$ cat config.mk
export PLATFORM = sky130hd
export DESIGN_NAME = writeback_stage
export DESIGN_NICKNAME = d
export VERILOG_FILES = /design/src/rtl/core_pkg.sv /design/src/rtl/wb_class_decode.sv /design/src/rtl/writeback_stage.sv
export SDC_FILE = /design/constraint.sdc
export NUM_CORES = 1
export LEC_CHECK = 0
export CORE_MARGIN = 2
export CORE_UTILIZATION = 40
export CTS_CLUSTER_DIAMETER = 40
export DETAILED_ROUTE_END_ITERATION = 7
export GPL_TIMING_DRIVEN = 0
export PLACE_DENSITY = 0.69
export SLEW_MARGIN = 20
export SYNTH_ARGS = -nofsm -noshare
export SYNTH_HDL_FRONTEND = slang
export SYNTH_SLANG_ARGS = --single-unit
$ cat constraint.sdc
create_clock -name clk -period 3.7 [get_ports clk]
set_clock_uncertainty 0.05 [all_clocks]
set_input_delay 0.74 -clock clk [delete_from_list [all_inputs] [get_ports clk]]
set_output_delay 0.74 -clock clk [all_outputs]
set_load 0.02 [all_outputs]
$ cat src/rtl/core_pkg.sv
// Shared opcode map, flag layout and class decode for the 8-bit core.
// Imported by every pipeline stage.
package core_pkg;

    localparam int OP_W = 5;

    localparam logic [OP_W-1:0] OP_MOVE    = 5'b00000;
    localparam logic [OP_W-1:0] OP_MUL     = 5'b00011;
    localparam logic [OP_W-1:0] OP_DIV     = 5'b00100;
    localparam logic [OP_W-1:0] OP_LOAD    = 5'b01011;
    localparam logic [OP_W-1:0] OP_STORE   = 5'b01100;
    localparam logic [OP_W-1:0] OP_COMPARE = 5'b11001;
    localparam logic [OP_W-1:0] OP_HALT    = 5'b11111;

    // Bit positions inside the {zero,carry,ac,parity} flag nibble
    localparam int FLG_Z  = 3;
    localparam int FLG_C  = 2;
    localparam int FLG_AC = 1;
    localparam int FLG_P  = 0;

    typedef enum logic [1:0] {
        ST_IDLE,
        ST_WB_LO,
        ST_WB,
        ST_HALT
    } wb_state_t;

    typedef struct packed {
        logic two_beat;
        logic writes_rf;
        logic writes_mem;
        logic updates_flags;
        logic is_halt;
    } op_class_t;

    function automatic logic is_alu(input logic [OP_W-1:0] op);
        return op inside {[5'd1:5'd2], [5'd5:5'd10], [5'd16:5'd21]};
    endfunction

    function automatic logic is_two_beat(input logic [OP_W-1:0] op);
        return (op == OP_MUL) || (op == OP_DIV);
    endfunction

    function automatic logic writes_rf(input logic [OP_W-1:0] op);
        return is_alu(op) || is_two_beat(op)
            || (op == OP_MOVE) || (op == OP_LOAD);
    endfunction

    function automatic logic writes_mem(input logic [OP_W-1:0] op);
        return op == OP_STORE;
    endfunction

    function automatic logic updates_flags(input logic [OP_W-1:0] op);
        return is_alu(op) || is_two_beat(op) || (op == OP_COMPARE);
    endfunction

endpackage

$ cat src/rtl/wb_class_decode.sv
// Combinational opcode-class decode for the writeback stage.
// Pure function of the opcode; no state.
module wb_class_decode
    import core_pkg::*;
(
    input  logic [OP_W-1:0] opcode,
    output op_class_t       cls
);

    always_comb begin
        cls               = '0;
        cls.two_beat      = is_two_beat(opcode);
        cls.writes_rf     = writes_rf(opcode);
        cls.writes_mem    = writes_mem(opcode);
        cls.updates_flags = updates_flags(opcode);
        cls.is_halt       = (opcode == OP_HALT);
    end

endmodule

$ cat src/rtl/writeback_stage.sv
// Writeback stage: commits register/memory writes and flags,
// splits 16-bit MUL/DIV results over two beats, owns halt and instret.
module writeback_stage
    import core_pkg::*;
#(
    parameter int DATA_W = 8,
    parameter int REG_AW = 3,
    parameter int MEM_AW = 4,
    parameter int CNT_W  = 16
) (
    input  logic                clk,
    input  logic                reset,
    input  logic                ex_valid,
    output logic                ex_ready,
    input  logic [OP_W-1:0]     opcode,
    input  logic [REG_AW-1:0]   rd,
    input  logic [MEM_AW-1:0]   mem_addr,
    input  logic [2*DATA_W-1:0] result,
    input  logic [3:0]          flags_in,
    output logic                rf_we,
    output logic [REG_AW-1:0]   rf_waddr,
    output logic [DATA_W-1:0]   rf_wdata,
    output logic                mem_we,
    output logic [MEM_AW-1:0]   mem_waddr,
    output logic [DATA_W-1:0]   mem_wdata,
    output logic [3:0]          flags_q,
    output logic                retire,
    output logic                halted,
    output logic [CNT_W-1:0]    instret
);

    wb_state_t state, state_nxt;

    logic [OP_W-1:0]     op_q;
    logic [REG_AW-1:0]   rd_q;
    logic [MEM_AW-1:0]   addr_q;
    logic [2*DATA_W-1:0] res_q;
    logic [3:0]          flg_in_q;
    op_class_t           cls;
    logic                xfer;

    wb_class_decode u_dec (
        .opcode (op_q),
        .cls    (cls)
    );

    assign xfer = ex_valid && ex_ready;

    always_ff @(posedge clk or negedge reset) begin
        if (!reset) begin
            state <= ST_IDLE;
        end else begin
            state <= state_nxt;
        end
    end

    always_comb begin
        state_nxt = state;
        unique case (state)
            ST_IDLE: begin
                if (xfer) begin
                    state_nxt = is_two_beat(opcode) ? ST_WB_LO : ST_WB;
                end
            end
            ST_WB_LO: state_nxt = ST_WB;
            ST_WB: begin
                if (cls.is_halt) begin
                    state_nxt = ST_HALT;
                end else if (xfer) begin
                    state_nxt = is_two_beat(opcode) ? ST_WB_LO : ST_WB;
                end else begin
                    state_nxt = ST_IDLE;
                end
            end
            ST_HALT: state_nxt = ST_HALT;
        endcase
    end

    // Address/data are forced to 0 whenever their strobe is low
    always_comb begin
        ex_ready  = 1'b0;
        rf_we     = 1'b0;
        rf_waddr  = '0;
        rf_wdata  = '0;
        mem_we    = 1'b0;
        mem_waddr = '0;
        mem_wdata = '0;
        retire    = 1'b0;
        halted    = 1'b0;
        unique case (state)
            ST_IDLE: ex_ready = 1'b1;
            ST_WB_LO: begin
                rf_we    = 1'b1;
                rf_waddr = rd_q;
                rf_wdata = res_q[DATA_W-1:0];
            end
            ST_WB: begin
                retire   = 1'b1;
                ex_ready = !cls.is_halt;
                if (cls.two_beat) begin
                    rf_we    = 1'b1;
                    rf_waddr = rd_q + REG_AW'(1);
                    rf_wdata = res_q[2*DATA_W-1:DATA_W];
                end else if (cls.writes_rf) begin
                    rf_we    = 1'b1;
                    rf_waddr = rd_q;
                    rf_wdata = res_q[DATA_W-1:0];
                end
                if (cls.writes_mem) begin
                    mem_we    = 1'b1;
                    mem_waddr = addr_q;
                    mem_wdata = res_q[DATA_W-1:0];
                end
            end
            ST_HALT: halted = 1'b1;
        endcase
    end

    always_ff @(posedge clk or negedge reset) begin
        if (!reset) begin
            op_q     <= '0;
            rd_q     <= '0;
            addr_q   <= '0;
            res_q    <= '0;
            flg_in_q <= '0;
            flags_q  <= '0;
            instret  <= '0;
        end else begin
            if (xfer) begin
                op_q     <= opcode;
                rd_q     <= rd;
                addr_q   <= mem_addr;
                res_q    <= result;
                flg_in_q <= {flags_in[FLG_Z], flags_in[FLG_C],
                             flags_in[FLG_AC], flags_in[FLG_P]};
            end
            if (state == ST_WB) begin
                instret <= instret + CNT_W'(1);
                if (cls.updates_flags) begin
                    flags_q <= flg_in_q;
                end
            end
        end
    end

endmodule

# After elaboration in Yosys (flattened, before gate mapping)
# Index checks and enable logic that the tools add are counted.
# word_totals
reg_bits,54
inputBits,35
out_inout_bits,48
elab_cells,66
# classes
addsub,2
order_cmp,6
eq_ne,12
muxes,23
reduce_logical,15
# op_table
operator,n
8-bit two-way mux,4
"16-bit by 1-bit adder with 16-bit output, second input constant",1
8-bit case mux with 2 select lines,1
"5-bit by 2-bit == test with 1-bit output, second input constant",2
"5-bit by 3-bit == test with 1-bit output, second input constant",2
"5-bit by 4-bit == test with 1-bit output, second input constant",2
"5-bit == test, second input constant",2
2-bit two-way mux,4
4-bit two-way mux,2
2-bit case mux with 4 select lines,1
1-bit logical OR,6
1-bit two-way mux,6
3-bit two-way mux,2
3-bit case mux with 2 select lines,1
"5-bit by 1-bit >= comparator with 1-bit output, second input constant",1
"5-bit by 3-bit >= comparator with 1-bit output, second input constant",1
"5-bit >= comparator, second input constant",1
"5-bit by 2-bit less-or-equal comparator with 1-bit output, second input constant",1
"5-bit by 4-bit less-or-equal comparator with 1-bit output, second input constant",1
"5-bit less-or-equal comparator, second input constant",1
5-bit zero test,1
"2-bit == test, second input constant",2
1-bit logical AND,4
1-bit case mux with 2 select lines,2
other kinds (7),7

# Logic depth before layout (Yosys ltp)
# depth
word_depth,9
mapped_depth,7
depth_no_buf,6

# Hierarchy
# Synthesis repeated with hierarchy kept, for this count alone.
# unflattened
cells_unflattened,223
area_unflattened_um2,2652.5
# modules_own_cells
module,n_inst,cells_per_inst,area_per_inst_um2,seq_area_each_um2
writeback_stage,1,207,2555.0,1351.3
wb_class_decode,1,16,97.6,0.0

# Worst setup path before layout
# OpenSTA, ideal clock, no wires.
# synth_path
path_kind,register to output
from,register state[0]
to,output port rf_waddr[1]
arrival_time_ps,1888
required_time_ps,2910
slack_ps,1022
path_stages_with_launch,7
n_path_buf,0
cell_sequence,dfrtp_1 inv_1 ha_1 inv_1 a221oi_1 a21oi_1 a211oi_1
# synth_between
elab_chain_len,2
word_cells_on_any_way,3
classes_between,2 x eq/ne; 1 x mux
# synth_lines
element,line,text
from (decl),writeback_stage.sv:32,"wb_state_t state, state_nxt;"
from (signal assigned),writeback_stage.sv:53,state <= state_nxt;
2-bit == test or 2-bit by 1-bit == test with 1-bit output (tied branches),writeback_stage.sv:90,unique case (state)
3-bit case mux with 2 select lines *,writeback_stage.sv:90,
to (decl),writeback_stage.sv:21,"output logic [REG_AW-1:0] rf_waddr,"
# Every way passes the cells marked *; elsewhere a longest branch is shown, timed or not.

# Final worst setup path
# layout_path
from,register op_q[1]
to,output port rf_waddr[0]
# layout_between
elab_chain_len,9
word_cells_on_any_way,21
classes_between,6 x order compare; 3 x eq/ne; 3 x mux; 9 x reduce/logical
# layout_lines
element,line,text
from (decl),writeback_stage.sv:34,logic [OP_W-1:0] op_q;
from (signal assigned),writeback_stage.sv:130,op_q <= opcode;
"5-bit by 1-bit >= comparator with 1-bit output, or another cell as far along",core_pkg.sv:37,"return op inside {[5'd1:5'd2], [5'd5:5'd10], [5'd16:5'd21]};"
1-bit logical AND,core_pkg.sv:37,
3-bit nonzero test,core_pkg.sv:37,
1-bit logical OR,core_pkg.sv:45,return is_alu(op) || is_two_beat(op)
1-bit logical OR (2 in series),core_pkg.sv:46,|| (op == OP_MOVE) || (op == OP_LOAD);
3-bit two-way mux,writeback_stage.sv:104,end else if (cls.writes_rf) begin
3-bit two-way mux *,writeback_stage.sv:100,if (cls.two_beat) begin
3-bit case mux with 2 select lines *,writeback_stage.sv:90,
# Marked as above.

==> run summary <==
The run finished with clean final reports. The basic-gate share of the synthesized area counting and, or, nand and nor cells came out at between 10% and 20%. The post-layout instance count excluding filler cells is 421. At the end of the flow, the number of nets in the layout was 381.

The area of the die came out at approximately 0.0076 mm². The longest individual stage delay on the worst path is between 0.6 and 0.7 ns. The global routing usage summed across all routing layers is about 18%.

In this run, the number of DRC markers left after iteration 0 of detailed routing was just under 60. The adder-cell share of the synthesized area came out at approximately 2.7%. The share of post-route cells with drive strength above 1 is 11.1%. The total power draw came out at between 2 and 3 mW. Counting I/O delays and the setup requirement, the final critical path takes about 3.5 ns. For this run, design rule violations remaining after detail routing come to 0. The pin count of the biggest net entering global routing came out at 55. The length of routed met2 wiring came out at ~3100 µm.

The most used flip-flop cell after synthesis is dfrtp_1. The routed length per instance is about 15 µm. TritonCTS built the clock tree. The tightest min-delay check is of the in2async type. The number of synthesis warnings is 0. The via total after detailed routing is 2217.

The buffer levels on the longest clock path came out at 2. Dividing total power by cell area gives a power density of 724 mW/mm². The I/O pin count came out at 83.

The first-pass iteration count of the detailed router is 4. The sequential area share after synthesis came out at 48.6%. The H-tree depth is 2. The number of violations of the max-capacitance limit is 0. Setup repair after global routing left no endpoint under its margin. Wire segments on met3 add up to around 330 µm in the final route.

The worst register-to-register path begins at state[0]. The count of antenna-violating nets left after detailed routing is 0. The maximum operating frequency came out at 287 MHz. The worst pin sits at a relative slew slack of 54.8%.

Clock-pin slew was measured on the worst setup and hold paths at 0.10 ns. The top cell type's share of synthesized area is ~50%. The cell leakage power is 1.57 nW. Of the total synthesized cell area, the portion taken by XOR and XNOR cells is roughly 4.7%. The number of buffers inserted by hold repair at cts came out at 0. The number of inserted diodes came out at 0. The largest driver fanout on the critical path came out at 9.

The library cells used most frequently in the layout, excluding fill and tap cells, are 81 x clkdlybuf4s50_1, 54 x dfrtp_1, 31 x nand2_1. The number of placed instances, taps included, is between 400 and 500. The number of buffers added on ports is just over 80. Global routing finished with a remaining overflow of 0. The count of clock tree sinks is 54. When the netlist entered floorplanning its net count stood at 290. The sum of routed wire length over all layers is between 6000 and 7000 µm. The share of the cycle needed by the critical path after routing came out at 94.1%.

The combinational family with the most area after synthesis is simple AND/OR/NAND/NOR gates. The relative area change from synthesis to final layout came out at 36.8%. Walking the worst path, the cells encountered are or3b_4 > a211oi_4 > nand2_4 > a221oi_2 > clkdlybuf4s50_1. The total CTS buffers came out at 5. The number of hold violations in the final report is 0. The maximum vdd ir drop is 0.472 mV. The routed length on met1 is between 2000 and 3000 µm. The synthesized design contains between 50 and 60 register bits. The data required time at the worst endpoint came out at around 2.9 ns. The global-route wire length before repair is between 10000 and 15000 µm. The number of distinct library cells after synthesis is 44. The source-to-sink clock delay at the later pin of the worst-skew pair is about 0.30 ns.

The number of placement rows is 30. The worst setup path is launched from a register. The core region is 0.00676 mm². In this run, synthesis inferred 0 flip-flops with an integrated enable. The synthesized area came out at about 0.0028 mm². The complex-gate fraction of the synthesized area came out at between 10% and 20%.

The number of antenna violations at the first check in global routing is 0. The setup path with the least slack is of type reg2out. The die outline width is around 87 µm. The element type at the critical path end is an output pin. The cell depth of the worst flop-to-flop path is 7. The detailed router used layers up to and including met4.

The number of instances in the synthesized netlist is 249. In this run the vertical extent of the chip is between 80 and 90 µm. CTS placed an instance of clkbuf_8 at the clock tree root. Multiplexer cells account for 15.0% of the synthesized area. The average size of a mapped cell came out at 11.2 µm². The cell taking the most area after synthesis is dfrtp_1. By area the synthesized netlist is led by dfrtp_1 49%, mux2_1 10%, mux2_2 4.9%, nand2_1 4.2%, and2_1 3.4%. The setup TNS after final layout is 0 ns. For this configuration, the core starts out at a cell density of between 40% and 50%. The total setup violations reported at the end of the flow is 0. The startpoint of the most critical setup path is op_q[1].

At the end of routability-driven placement, the weighted congestion stood at 0.808. The arrival time of data at the critical path endpoint came out at ~2.7 ns. The most frequent standard cell in the layout excluding fill and tap cells is clkdlybuf4s50_1.

The placed wire-length estimate after detailed placement is around 4800 µm. The via count of the first global-routing pass is between 2000 and 2500. The final number of max-transition violations is 0. For this design, the slowest cell found on the critical path is clkdlybuf4s50_1.

The slew of the pin with the lowest slew margin came out at approximately 0.68 ns. In the routed layout, each cell is associated on average with a via count of 5.27. The share of async-settable or async-resettable flops after synthesis came out at 100%.
layout make-up:
| class | instances | area (µm²) |
|---|---|---|
| repair buffers | 84 | 833 |
| plain buffers | 11 | 51.3 |
| clock buffers | 5 | 68.8 |
| multi-input cells | 176 | 1350 |
| inverters | 8 | 30.0 |
| fillers | 600 | 2950 |
| well taps | 80 | 100 |
| flip-flops and latches | 54 | 1350 |
| clock inverters | 3 | 18.8 |
kinds of logic (layout without fill, tap and decap cells):
family	count (synthesis)	in the layout
compound gates	32	32
xor+xnor	15	15
simple gates	86	86
flops	54	54
mux	37	37
buf+inv	19	111
fa+ha+maj	6	6
power breakdown:
part / total (mW) / internal [mW] / leakage (nW) / switching [mW]
clock network: 0.329 / 0.134 / 0.0483 / 0.195
logic: 1.38 / 0.667 / 0.867 / 0.712
registers: 1.04 / 0.836 / 0.658 / 0.209
cell usage after synthesis (2+ instances only):
master,number
dfrtp_1,54
nand2_1,31
mux2_1,25
and2_1,15
mux2_2,12
nor2_1,9
inv_1,8
o221ai_1,8
xor2_1,8
xnor2_1,7
buf_2,6
ha_1,6
nand3_1,6
nand4_1,6
a21oi_1,5
nor3_1,5
clkbuf_1,4
o21ai_0,3
a22oi_1,2
a32o_1,2
and4_1,2
nand2b_1,2
nor2b_1,2
metrics by stage:
stage	hold slack (ns)	setup slack, ns	cell area [µm²]	utilization (%)
after floorplan	0.394	1.02	2780	-
after global placement	0.414	0.182	3700	54.8
after detailed placement	0.422	0.344	3700	54.7
after CTS	0.436	0.0449	3790	56.0
after global routing	0.451	0.0196	3800	56.3
final	0.415	0.219	3800	56.3
state kept, by name, indices dropped and copies added (netlist names):
| signal | flops |
|---|---|
| addr_q | 4 |
| flags_q | 4 |
| flg_in_q | 4 |
| instret | 16 |
| op_q | 5 |
| rd_q | 3 |
| res_q | 16 |
| state | 2 |
what timing repair did:
action	CTS	global route
pin swaps	0	1
endpoints found under the setup margin	1	9
setup buffers	0	2
resized for setup	1	2
layer usage:
layer  track usage, %  up-vias
met2             29.1       55
met1             25.3     1095
met3             3.41        5
li1                 -     1062
met4             4.62        0
met5                0        -
path summary, 6_finish.rpt:
path	end	slack, ns
setup / recovery	rf_waddr[0]	0.22
hold / removal	flags_q[0]	0.41
setup reg to reg	op_q[2]	1.51
hold reg to reg	instret[15]	0.43
max in group asynchronous	op_q[2]	2.74
min in group clk	instret[15]	0.43
worst max-delay path, delay by kind of cell, from the launching register on:
family                 cells  cell delay (ns)
AOI/OAI and AO/OA          2             0.67
buffers and inverters      1             0.65
and+or+nand+nor            2             0.59
DFF                        1             0.48
Note: power is estimated with default switching activity, not from simulation.
